==> src/rtl/ram_fifo_pkg.sv <==
// -----------------------------------------------------------------------------
// ram_fifo_pkg
// Shared constants and types for the RAM-backed FIFO controller.
//   DEF_*        : default parameter values used by ram_fifo_ctrl and
//                  ram_fifo_out_stage
//   out_state_e  : output-stage FSM state (S_EMPTY / S_VALID)
// Build option (consumed by ram_fifo_ctrl): RAM_FIFO_CTRL_LEVEL_EN
// -----------------------------------------------------------------------------
package ram_fifo_pkg;

  localparam int unsigned DEF_DATA_WIDTH   = 32'd32;
  localparam int unsigned DEF_ADDR_WIDTH   = 32'd16;
  localparam int unsigned DEF_DEPTH        = 32'd16;
  localparam int unsigned DEF_AFULL_THRESH = 32'd12;

  // Output register either holds a word for downstream or is empty.
  typedef enum logic [0:0] {
    S_EMPTY = 1'b0,
    S_VALID = 1'b1
  } out_state_e;

endpackage : ram_fifo_pkg

==> src/rtl/ram_fifo_out_stage.sv <==
// -----------------------------------------------------------------------------
// ram_fifo_out_stage
// Output register and two-state FSM of the RAM FIFO. The controller decides
// when a word is loaded from the RAM read port; this stage captures it and
// presents it to downstream with a valid/ready handshake.
// Ports:
//   clk_i, rst_i      : clock, synchronous active-high reset
//   flush_i           : synchronous clear (empties the stage)
//   load_i            : capture load_data_i this edge
//   out_ready_i       : downstream accepts the presented word
//   load_data_i       : word read from the RAM
//   state_o           : current FSM state (used by the controller's load decode)
//   out_valid_o       : registered valid
//   out_data_o        : registered data
// -----------------------------------------------------------------------------
module ram_fifo_out_stage
  import ram_fifo_pkg::*;
#(
  parameter int unsigned DATA_WIDTH = DEF_DATA_WIDTH
) (
  input  logic                  clk_i,
  input  logic                  rst_i,
  input  logic                  flush_i,
  input  logic                  load_i,
  input  logic                  out_ready_i,
  input  logic [DATA_WIDTH-1:0] load_data_i,
  output out_state_e            state_o,
  output logic                  out_valid_o,
  output logic [DATA_WIDTH-1:0] out_data_o
);

  out_state_e            state_q;
  out_state_e            state_d;
  logic [DATA_WIDTH-1:0] data_q;
  logic [DATA_WIDTH-1:0] data_d;

  // Next-state and next-data decode; flush wins over load, load wins over drain.
  always_comb begin
    state_d = state_q;
    data_d  = data_q;
    if (flush_i) begin
      state_d = S_EMPTY;
      data_d  = {DATA_WIDTH{1'b0}};
    end else if (load_i) begin
      state_d = S_VALID;
      data_d  = load_data_i;
    end else begin
      // No load this cycle means the RAM is empty (or we are holding).
      case (state_q)
        S_VALID: begin
          if (out_ready_i) begin
            state_d = S_EMPTY;
          end else begin
            state_d = S_VALID;
          end
        end
        S_EMPTY: state_d = S_EMPTY;
        default: state_d = S_EMPTY;
      endcase
    end
  end

  // State and data registers with synchronous reset.
  always_ff @(posedge clk_i) begin
    if (rst_i) begin
      state_q <= S_EMPTY;
      data_q  <= {DATA_WIDTH{1'b0}};
    end else begin
      state_q <= state_d;
      data_q  <= data_d;
    end
  end

  // Outputs are taken straight from the registers.
  always_comb begin
    state_o     = state_q;
    out_valid_o = (state_q == S_VALID);
    out_data_o  = data_q;
  end

endmodule : ram_fifo_out_stage

==> src/rtl/ram_fifo_ctrl.sv <==
// -----------------------------------------------------------------------------
// ram_fifo_ctrl
// FIFO controller over an external single-clock RAM with combinational read.
// Words are written into the RAM at wr_ptr, read out at rd_ptr and moved into
// a registered output stage (ram_fifo_out_stage), so the FIFO holds up to
// DEPTH words in RAM plus one in the output register.
// Ports:
//   clk_i, rst_i                  : clock, synchronous active-high reset
//   flush_i                       : synchronous clear, beats push and load
//   in_valid_i/in_ready_o/in_data_i    : upstream push interface
//   out_valid_o/out_ready_i/out_data_o : downstream pop interface
//   ram_wren_o/ram_wr_add_o/ram_wr_data_o : RAM write port
//   ram_rd_add_o/ram_rd_data_i    : RAM read port (read data same cycle)
// Build option RAM_FIFO_CTRL_LEVEL_EN adds:
//   level_o       : words held (RAM count + output register)
//   almost_full_o : level_o >= AFULL_THRESH
// -----------------------------------------------------------------------------
module ram_fifo_ctrl
  import ram_fifo_pkg::*;
#(
  parameter int unsigned DATA_WIDTH   = DEF_DATA_WIDTH,
  parameter int unsigned ADDR_WIDTH   = DEF_ADDR_WIDTH,
  parameter int unsigned DEPTH        = DEF_DEPTH,
  parameter int unsigned AFULL_THRESH = DEF_AFULL_THRESH
) (
  input  logic                  clk_i,
  input  logic                  rst_i,
  input  logic                  flush_i,
  input  logic                  in_valid_i,
  output logic                  in_ready_o,
  input  logic [DATA_WIDTH-1:0] in_data_i,
  output logic                  out_valid_o,
  input  logic                  out_ready_i,
  output logic [DATA_WIDTH-1:0] out_data_o,
  output logic                  ram_wren_o,
  output logic [ADDR_WIDTH-1:0] ram_wr_add_o,
  output logic [DATA_WIDTH-1:0] ram_wr_data_o,
  output logic [ADDR_WIDTH-1:0] ram_rd_add_o,
  input  logic [DATA_WIDTH-1:0] ram_rd_data_i
`ifdef RAM_FIFO_CTRL_LEVEL_EN
  ,
  output logic [ADDR_WIDTH:0]   level_o,
  output logic                  almost_full_o
`endif
);

  // One extra bit so the count can reach DEPTH == 2**ADDR_WIDTH.
  localparam int unsigned          CNT_W    = ADDR_WIDTH + 32'd1;
  localparam logic [CNT_W-1:0]      CNT_ZERO = {CNT_W{1'b0}};
  localparam logic [CNT_W-1:0]      CNT_ONE  = CNT_W'(1'b1);
  localparam logic [CNT_W-1:0]      CNT_FULL = CNT_W'(DEPTH);
  localparam logic [ADDR_WIDTH-1:0] PTR_ZERO = {ADDR_WIDTH{1'b0}};
  localparam logic [ADDR_WIDTH-1:0] PTR_ONE  = ADDR_WIDTH'(1'b1);
  localparam logic [ADDR_WIDTH-1:0] PTR_LAST = ADDR_WIDTH'(DEPTH - 32'd1);

  // Reject parameter sets the pointer/count widths cannot represent.
  if ((DEPTH < 32'd2) || (64'(DEPTH) > (64'd1 << ADDR_WIDTH)) ||
      (AFULL_THRESH > (DEPTH + 32'd1))) begin : g_param_check
    $error("ram_fifo_ctrl: illegal DEPTH/ADDR_WIDTH/AFULL_THRESH combination");
  end

  // Pointer increment with wrap at DEPTH-1; DEPTH may be any value, not only 2**n.
  function automatic logic [ADDR_WIDTH-1:0] ptr_inc(input logic [ADDR_WIDTH-1:0] ptr);
    if (ptr == PTR_LAST) begin
      return PTR_ZERO;
    end else begin
      return ptr + PTR_ONE;
    end
  endfunction

  logic [ADDR_WIDTH-1:0] wr_ptr_q;
  logic [ADDR_WIDTH-1:0] wr_ptr_d;
  logic [ADDR_WIDTH-1:0] rd_ptr_q;
  logic [ADDR_WIDTH-1:0] rd_ptr_d;
  logic [CNT_W-1:0]      count_q;
  logic [CNT_W-1:0]      count_d;
  logic                  full_s;
  logic                  push_s;
  logic                  load_s;
  out_state_e            out_state_s;

  // Handshake decode. Readiness depends only on the count register, so a pop
  // in the same cycle never opens room for a push into a full RAM.
  always_comb begin
    full_s     = (count_q == CNT_FULL);
    in_ready_o = !full_s && !rst_i;
    push_s     = in_valid_i && in_ready_o && !flush_i;
    load_s     = (count_q != CNT_ZERO) &&
                 ((out_state_s == S_EMPTY) || out_ready_i) && !flush_i;
  end

  // RAM port drive: write goes straight through on a push, read address is rd_ptr.
  always_comb begin
    ram_wren_o    = push_s;
    ram_wr_add_o  = wr_ptr_q;
    ram_wr_data_o = in_data_i;
    ram_rd_add_o  = rd_ptr_q;
  end

  // Pointer and occupancy next-state.
  always_comb begin
    wr_ptr_d = wr_ptr_q;
    rd_ptr_d = rd_ptr_q;
    count_d  = count_q;
    if (flush_i) begin
      wr_ptr_d = PTR_ZERO;
      rd_ptr_d = PTR_ZERO;
      count_d  = CNT_ZERO;
    end else begin
      if (push_s) begin
        wr_ptr_d = ptr_inc(wr_ptr_q);
      end else begin
        wr_ptr_d = wr_ptr_q;
      end
      if (load_s) begin
        rd_ptr_d = ptr_inc(rd_ptr_q);
      end else begin
        rd_ptr_d = rd_ptr_q;
      end
      case ({push_s, load_s})
        2'b10:   count_d = count_q + CNT_ONE;
        2'b01:   count_d = count_q - CNT_ONE;
        default: count_d = count_q;
      endcase
    end
  end

  // Pointer and occupancy registers with synchronous reset.
  always_ff @(posedge clk_i) begin
    if (rst_i) begin
      wr_ptr_q <= PTR_ZERO;
      rd_ptr_q <= PTR_ZERO;
      count_q  <= CNT_ZERO;
    end else begin
      wr_ptr_q <= wr_ptr_d;
      rd_ptr_q <= rd_ptr_d;
      count_q  <= count_d;
    end
  end

  ram_fifo_out_stage #(
    .DATA_WIDTH (DATA_WIDTH)
  ) u_out_stage (
    .clk_i       (clk_i),
    .rst_i       (rst_i),
    .flush_i     (flush_i),
    .load_i      (load_s),
    .out_ready_i (out_ready_i),
    .load_data_i (ram_rd_data_i),
    .state_o     (out_state_s),
    .out_valid_o (out_valid_o),
    .out_data_o  (out_data_o)
  );

`ifdef RAM_FIFO_CTRL_LEVEL_EN
  // Level decoded from registered count and output-stage state only.
  always_comb begin
    level_o       = count_q + {{ADDR_WIDTH{1'b0}}, out_valid_o};
    almost_full_o = (level_o >= CNT_W'(AFULL_THRESH));
  end
`endif

endmodule : ram_fifo_ctrl

==> config.mk <==
export PLATFORM = sky130hd
export DESIGN_NAME = ram_fifo_ctrl
export DESIGN_NICKNAME = d
export VERILOG_FILES = /design/src/rtl/ram_fifo_pkg.sv /design/src/rtl/ram_fifo_out_stage.sv /design/src/rtl/ram_fifo_ctrl.sv
export SDC_FILE = /design/constraint.sdc
export NUM_CORES = 1
export LEC_CHECK = 0
export BUFFER_PORTS_ARGS = -buffer_cell sky130_fd_sc_hd__buf_2
export CORE_UTILIZATION = 40
export CTS_CLUSTER_DIAMETER = 30
export DETAILED_ROUTE_END_ITERATION = 7
export GPL_TIMING_DRIVEN = 0
export PLACE_DENSITY = 0.69
export SLEW_MARGIN = 20
export SYNTH_ARGS = -nofsm -noshare
export SYNTH_HDL_FRONTEND = slang
export SYNTH_HIERARCHICAL = 1
export SYNTH_SLANG_ARGS = --single-unit
==> constraint.sdc <==
create_clock -name clk_i -period 4.05 [get_ports clk_i]
set_input_delay 1.0125 -clock clk_i [delete_from_list [all_inputs] [get_ports clk_i]]
set_output_delay 1.0125 -clock clk_i [all_outputs]
set_load 0.005 [all_outputs]
# [Word level (Yosys, flattened, before mapping)]
# Index checks and enable logic that the tools add are counted.
[totals] input_bits=69 reg_bits=82
[op_classes] n_reduce_logical=12 addsub=4 n_bitwise=1 eq_ne=5 mux=6
[ops] op="$pmux W17 S2" n=1
[ops] op="$add A16 B1 Y16 const B" n=2
[ops] op="$eq A16 B4 Y1 const B" n=2
[ops] op="$mux W16" n=2
[ops] op="$add A17 B1 Y17 const B" n=1
[ops] op="$eq A17 B5 Y1 const B" n=1
[ops] op="$reduce_bool A17 Y1" n=1
[ops] op="$sub A17 B1 Y17 const B" n=1
[ops] op="$logic_and A1 B1 Y1" n=5
[ops] op="$logic_not A1 Y1" n=3
[ops] op="$eq A2 B1 Y1 const B" n=1
[ops] op="$eq A2 B2 Y1 const B" n=1
[ops] op="$mux W1" n=2
[ops] op="$pmux W1 S2" n=1
[ops] op="$reduce_bool A2 Y1" n=1
[ops] op="$reduce_or A2 Y1" n=1
[ops] op="$logic_or A1 B1 Y1" n=1
[ops] op="$not A1 Y1" n=1

# [Depth between registers and ports, before layout]
[depth] depth_word=7 ltp_mapped=13

# [By module]
# The synthesis kept the hierarchy.
[by_module_without_submodules] module="ram_fifo_ctrl" area_per_inst_um2=3115.5 instances=1 cells_each=374
[by_module_without_submodules] module="ram_fifo_out_stage" area_per_inst_um2=1229.9 instances=1 cells_each=110

# [Least setup slack after synthesis]
# Ideal clock, no wire load.
[synth_timing] path_kind="input port to flip-flop" startpoint="input port out_ready_i" endpoint="register count_q[16]" setup_ns=0.070 t_required_ns=3.980 slack_ns=0.163 path_buffers=1 path_stages=13 arrival_time_ns=3.817 path_cell_list="inv_1 > a21oi_1 > o31a_1 > buf_6 > ha_1 > ha_1 > a21o_1 > a221oi_2 > o211a_4 > o211a_4 > a21oi_2 > or4_1 > a21oi_1"
[synth_between] elab_chain_len=5 elab_cells_between_ends=7 cone_classes="eq/ne (2); mux (1); reduce/logical (4)"
[synth_lines] element="from (decl)" line="ram_fifo_ctrl.sv:33" text="input logic out_ready_i,"
[synth_lines] element="$logic_or A1 B1 Y1 *" line="ram_fifo_ctrl.sv:89" text="((out_state_s == S_EMPTY) || out_ready_i) && !flush_i;"
[synth_lines] element="$logic_and A1 B1 Y1 *" line="ram_fifo_ctrl.sv:88" text="load_s = (count_q != CNT_ZERO) &&"
[synth_lines] element="$logic_and A1 B1 Y1 *" line="ram_fifo_ctrl.sv:89"
[synth_lines] element="net load_s" line="ram_fifo_ctrl.sv:79" text="logic load_s;"
[synth_lines] element="$eq A2 B1 Y1 / $eq A2 B2 Y1 (equally long branches)" line="ram_fifo_ctrl.sv:120" text="case ({push_s, load_s})"
[synth_lines] element="$pmux W17 S2 / $reduce_bool A2 Y1 (equally long branches)"
[synth_lines] element="to (signal assigned)" line="ram_fifo_ctrl.sv:137" text="count_q <= count_d;"
[synth_lines] element="to (decl)" line="ram_fifo_ctrl.sv:75" text="logic [CNT_W-1:0] count_q;"
# The timed path passes the listed nets; every way through them passes the cells marked *.
# A chain may end at the register's enable or synchronous reset.

# [Final worst setup path]
[layout_timing] startpoint="register count_q[0]" endpoint="register count_q[16]"
[layout_between] elab_cells_between_ends=14 cone_classes="add/sub (2); eq/ne (3); mux (1); reduce/logical (8)"
[layout_rtl] element="$reduce_bool A17 Y1 *" line="ram_fifo_ctrl.sv:88"
[layout_rtl] element="$logic_and A1 B1 Y1 *" line="ram_fifo_ctrl.sv:88"
[layout_rtl] element="$logic_and A1 B1 Y1 *" line="ram_fifo_ctrl.sv:89"
[layout_rtl] element="net load_s" line="ram_fifo_ctrl.sv:79"
[layout_rtl] element="$eq A2 B1 Y1 / $eq A2 B2 Y1 (equally long branches)" line="ram_fifo_ctrl.sv:120"
[layout_rtl] element="$pmux W17 S2 / $reduce_bool A2 Y1 (equally long branches)"
# Marks and branches as above.

==> impl_summary.log <==
INFO  metric run_status = complete, no violations
INFO  metric final.fill_count = 984
INFO  metric gp_routability_congestion = 0.788
INFO  metric max-cap-violations = 0
INFO  metric totalWireLength = about 9700 um
INFO  metric power_frac_seq = 51.9%
INFO  metric place.detailed.hpwl = ~7500 um
INFO  metric number_of_synthesized_flops_with_an_enable_pin = 0
INFO  metric final_core_util = between 50 and 60%
INFO  metric worst_path_max_delay_cell = sky130_fd_sc_hd__or4_4
INFO  metric total_power = roughly 1.6 mW
INFO  metric netSwitchingFraction = about a quarter
INFO  metric synth_flop_cell = sky130_fd_sc_hd__dfxtp_1
INFO  metric finalSetupViolCount = 0
INFO  metric ff2ff_path_depth = 12
INFO  metric final_net_count = 718
INFO  metric r2r_start = count_q[0]$_SDFFE_PP0P_
INFO  metric numClockSinks = 82
INFO  metric syn-cell-area = ~4300 um^2
INFO  metric boundaryPins = approximately 170
INFO  metric num_rows = 37
INFO  metric die_width = roughly 110 um
INFO  metric drt.antenna.violating_nets = 0
INFO  metric grt_overflow_total = 0
INFO  metric num_antenna_cells = 0
INFO  metric h-tree-depth = 3
INFO  metric floorplan_core_area = about 10000 um^2
INFO  metric track_usage = 17.0%
INFO  metric maxClockFrequency = 0.264 GHz
INFO  metric slew_headroom = 62.4%
INFO  metric pin_count_of_the_biggest_net_entering_global_routing = 18
INFO  metric grt_first_pass_wirelength = 15500 um
INFO  metric p_switching = around 0.41 mW
INFO  metric layout-drive-gt1-share = 33.2%
INFO  metric stage_delay_of_the_slowest_cell_on_the_critical_path = ~560 ps
INFO  metric via_count_of_the_first_global_routing_pass = 3351
INFO  metric cts.hold.buffers_added = 0
INFO  metric drt-wirelength-per-cell = 12.6 um
INFO  metric clock_path_buffers = 2
INFO  metric root_buffer = sky130_fd_sc_hd__clkbuf_8
INFO  metric synth_area_per_cell = 8.98 um^2
INFO  metric worst-setup-path-type = reg -> reg
INFO  metric drv_slew = 0
INFO  metric setup_ws = 266 ps
INFO  metric power.density = a little under 300 nW/um^2
INFO  metric clock-skew-final = 9.47 ps
INFO  metric ys.warnings.count = 6
INFO  metric die_h = 106 um
INFO  metric tritoncts = yes
INFO  metric crit_share_post_route = 93.4%
INFO  metric cts.reportedPaths.clkPinSlew = approximately 90 ps
INFO  metric cp_top_family = compound AO/OA/AOI/OAI gates
INFO  metric yosysUniqueCellTypes = 52
INFO  metric worstPathBufferInverterCount = 1
INFO  metric starting_drt_drc_count = 159
INFO  metric cellLeakagePower = between 2 and 2.5 nW
INFO  metric antenna_violations_before_repair = 0
INFO  metric path_common_cell = sky130_fd_sc_hd__o211a_4
INFO  metric numPortBuffers = 135
INFO  metric synth_nets = roughly 570
INFO  metric tritoncts.num_buffers = 9
INFO  metric placed_cells = 755
INFO  metric hp-start = u_out_stage/out_data_o[16]$_SDFFE_PP0P_
INFO  metric worst_hold_path.endpoint = u_out_stage/out_data_o[16]$_SDFFE_PP0P_
INFO  metric totalNegativeSetupSlack = 0 ps
INFO  metric peakVddDrop = between 100 and 150 uV
INFO  metric post-cts-setup-buffers = 0
INFO  metric ff2ff_setup_slack = around 270 ps
INFO  metric clock_power_share = 36.6%
INFO  metric firstDrtPassIters = 4
INFO  metric hold_violations = 0
INFO  metric critical_path.max_fanout = 17
INFO  metric avgViaCountPerCell = about 4.8
INFO  metric timing.hold.worst.class = reg -> reg
INFO  metric pre_cts_ws = -409 ps
INFO  metric postSynth.asyncResetShare = 0%
INFO  metric tightest_slew = 564 ps
INFO  metric netlist_instances = just under 500
INFO  metric min_delay_path_depth = 2
INFO  metric die-area = 11300 um^2
INFO  metric finalNonFillerCells = 771
INFO  metric synth_sequential_area_ratio = a little under two fifths
INFO  metric floorplan.initialDensity = 41.7%
INFO  metric crit_required = 4330 ps
INFO  metric power.combinational.fraction = a little under an eighth
INFO  metric routed-via-count = 3739
INFO  metric insertion_delay = 350 ps
INFO  metric crit_path_end_kind = flop
INFO  metric final.min_clock_period = 3780 ps
INFO  metric timing.critical_path.arrival = 4060 ps
INFO  metric post-route-drc-count = 0
INFO  metric worstSetupStartpointType = flop
INFO  metric synth_seq_cells = 82
INFO  metric p_int = ~1.2 mW
INFO  metric cp_cell_sequence = or4_4 > o31a_1 > buf_6 > ha_4 > fa_1 > a21o_1 > a221oi_2 > o211a_4 > o211a_4 > a21oi_2 > or4_1 > a21oi_1
INFO  metric areaGrowthSynthToFinish = 24.2%
INFO  metric rsz0062_at_grt = false
INFO  metric worstReg2RegEnd = count_q[16]$_SDFFE_PP0P_
[cell usage after synthesis (6+ instances only)]
master | count | area share, %
sky130_fd_sc_hd__nand2_1 | 19 | 1.6
sky130_fd_sc_hd__dfxtp_1 | 82 | 38
sky130_fd_sc_hd__o21ai_1 | 6 | 0.69
sky130_fd_sc_hd__buf_6 | 6 | 1.6
sky130_fd_sc_hd__xor2_1 | 25 | 5.0
sky130_fd_sc_hd__inv_1 | 10 | 0.86
sky130_fd_sc_hd__mux2i_1 | 36 | 8.3
sky130_fd_sc_hd__and3_1 | 11 | 1.6
sky130_fd_sc_hd__o21ai_0 | 6 | 0.69
sky130_fd_sc_hd__nand4_1 | 8 | 1.2
sky130_fd_sc_hd__buf_4 | 34 | 5.9
sky130_fd_sc_hd__ha_1 | 18 | 5.2
sky130_fd_sc_hd__nor4_1 | 10 | 1.4
sky130_fd_sc_hd__a21o_1 | 8 | 1.4
sky130_fd_sc_hd__xnor2_1 | 16 | 3.2
sky130_fd_sc_hd__nand3_1 | 22 | 2.5
sky130_fd_sc_hd__clkbuf_1 | 7 | 0.60
sky130_fd_sc_hd__a21oi_1 | 23 | 2.6
sky130_fd_sc_hd__nor2_1 | 84 | 7.3
[per-stage QoR]
| stage | hold WS (ps) | cell area [um^2] |
|---|---|---|
| after global placement | 467 | 5190 |
| final | 492 | 5400 |
| after CTS | 496 | 5390 |
| after detailed placement | 474 | 5190 |
| after floorplan | 453 | 4350 |
| after global routing | 521 | 5400 |
[worst reg2reg max path, stage by stage (launching register included)]
cell,delay [ps]
sky130_fd_sc_hd__dfxtp_1,380
sky130_fd_sc_hd__or4_4,560
sky130_fd_sc_hd__o31a_1,270
sky130_fd_sc_hd__buf_6,140
sky130_fd_sc_hd__ha_4,240
sky130_fd_sc_hd__fa_1,430
sky130_fd_sc_hd__a21o_1,220
sky130_fd_sc_hd__a221oi_2,380
sky130_fd_sc_hd__o211a_4,260
sky130_fd_sc_hd__o211a_4,190
sky130_fd_sc_hd__a21oi_2,60
sky130_fd_sc_hd__or4_1,460
sky130_fd_sc_hd__a21oi_1,140
[cell families (layout without fill, tap and decap cells)]
logic type	after synthesis	after routing	share of synthesized area, %
AOI/OAI and AO/OA	64	64	10.2
xor gates and xnor gates	41	41	8.26
adders and majority gates	19	19	5.64
buffers and inverters	65	216	10.5
DFF	82	82	37.8
muxes	36	36	8.29
and+or+nand+nor	177	177	19.4
[placed cells by master, fill, tap and decap left out, drive strengths merged, types with 2 or more instances in the layout]
cell type  Yosys  layout
or2            2       2
dfxtp         82      82
and4           4       4
nand2         20      20
nor2b          3       3
o31ai          2       2
nor3           2       2
and3          11      11
mux2i         36      36
o21ai         13      13
or4            2       2
or3            3       3
buf           47     182
inv           11      15
ha            18      18
nor2          85      85
xor2          25      25
a31oi          4       4
xnor2         16      16
a21o           8       8
a21oi         24      24
nand4          8       8
a41oi          2       2
o211a          2       2
nor4          10      10
nand3         22      22
clkbuf         7      17
o21a           2       2
[state kept, by name (all words and copies together) (netlist names)]
register,count
count_q,17
ram_rd_add_o,16
ram_wr_add_o,16
u_out_stage/out_data_o,32
u_out_stage/out_valid_o,1
[cell type report]
type	instances	area [um^2]	area share, %
Sequential cell	82	1640	30.4
Clock buffer	10	138	2.55
Inverter	11	41.3	0.765
Buffer	54	414	7.67
Multi-Input combinational cell	337	2260	41.9
Tap cell	136	170	3.15
Timing Repair Buffer	135	676	12.5
Clock inverter	6	56.3	1.04
[worst max path at each step]
stage / from / endpoint / slack (ps) / cells after the start
after detailed placement: out_ready_i / count_q[16]$_SDFFE_PP0P_ / -410 / 14
after CTS: count_q[5]$_SDFFE_PP0P_ / count_q[16]$_SDFFE_PP0P_ / 90 / 12
after global placement: flush_i / count_q[16]$_SDFFE_PP0P_ / -330 / 13
after floorplan: out_ready_i / count_q[16]$_SDFFE_PP0P_ / 160 / 13
after global routing: count_q[12]$_SDFFE_PP0P_ / count_q[14]$_SDFFE_PP0P_ / 60 / 13
final: count_q[0]$_SDFFE_PP0P_ / count_q[16]$_SDFFE_PP0P_ / 270 / 12
[power by group through the flow]
stage               clock [mW]  sequential [mW]  combinational, mW
floorplan                    0            0.835              0.119
CTS                      0.595            0.816              0.180
finish                   0.576            0.816              0.180
global route             0.630            0.817              0.198
detailed placement           0            0.835              0.180
global placement             0            0.835              0.176
[what timing repair did]
action	CTS	global route
endpoints found under the setup margin	2	2
resized for setup	1	1
cloned	0	0
pin swaps	0	0
[routing by layer]
layer	wire length [um]	track usage, %	vias to the layer above
met1	4510	21.4	1702
met4	74	5.65	0
met3	532	3.07	5
met5	0	0	-
li1	-	-	1922
met2	4590	29.3	110
No activity file was read; power rests on OpenSTA's default activity.
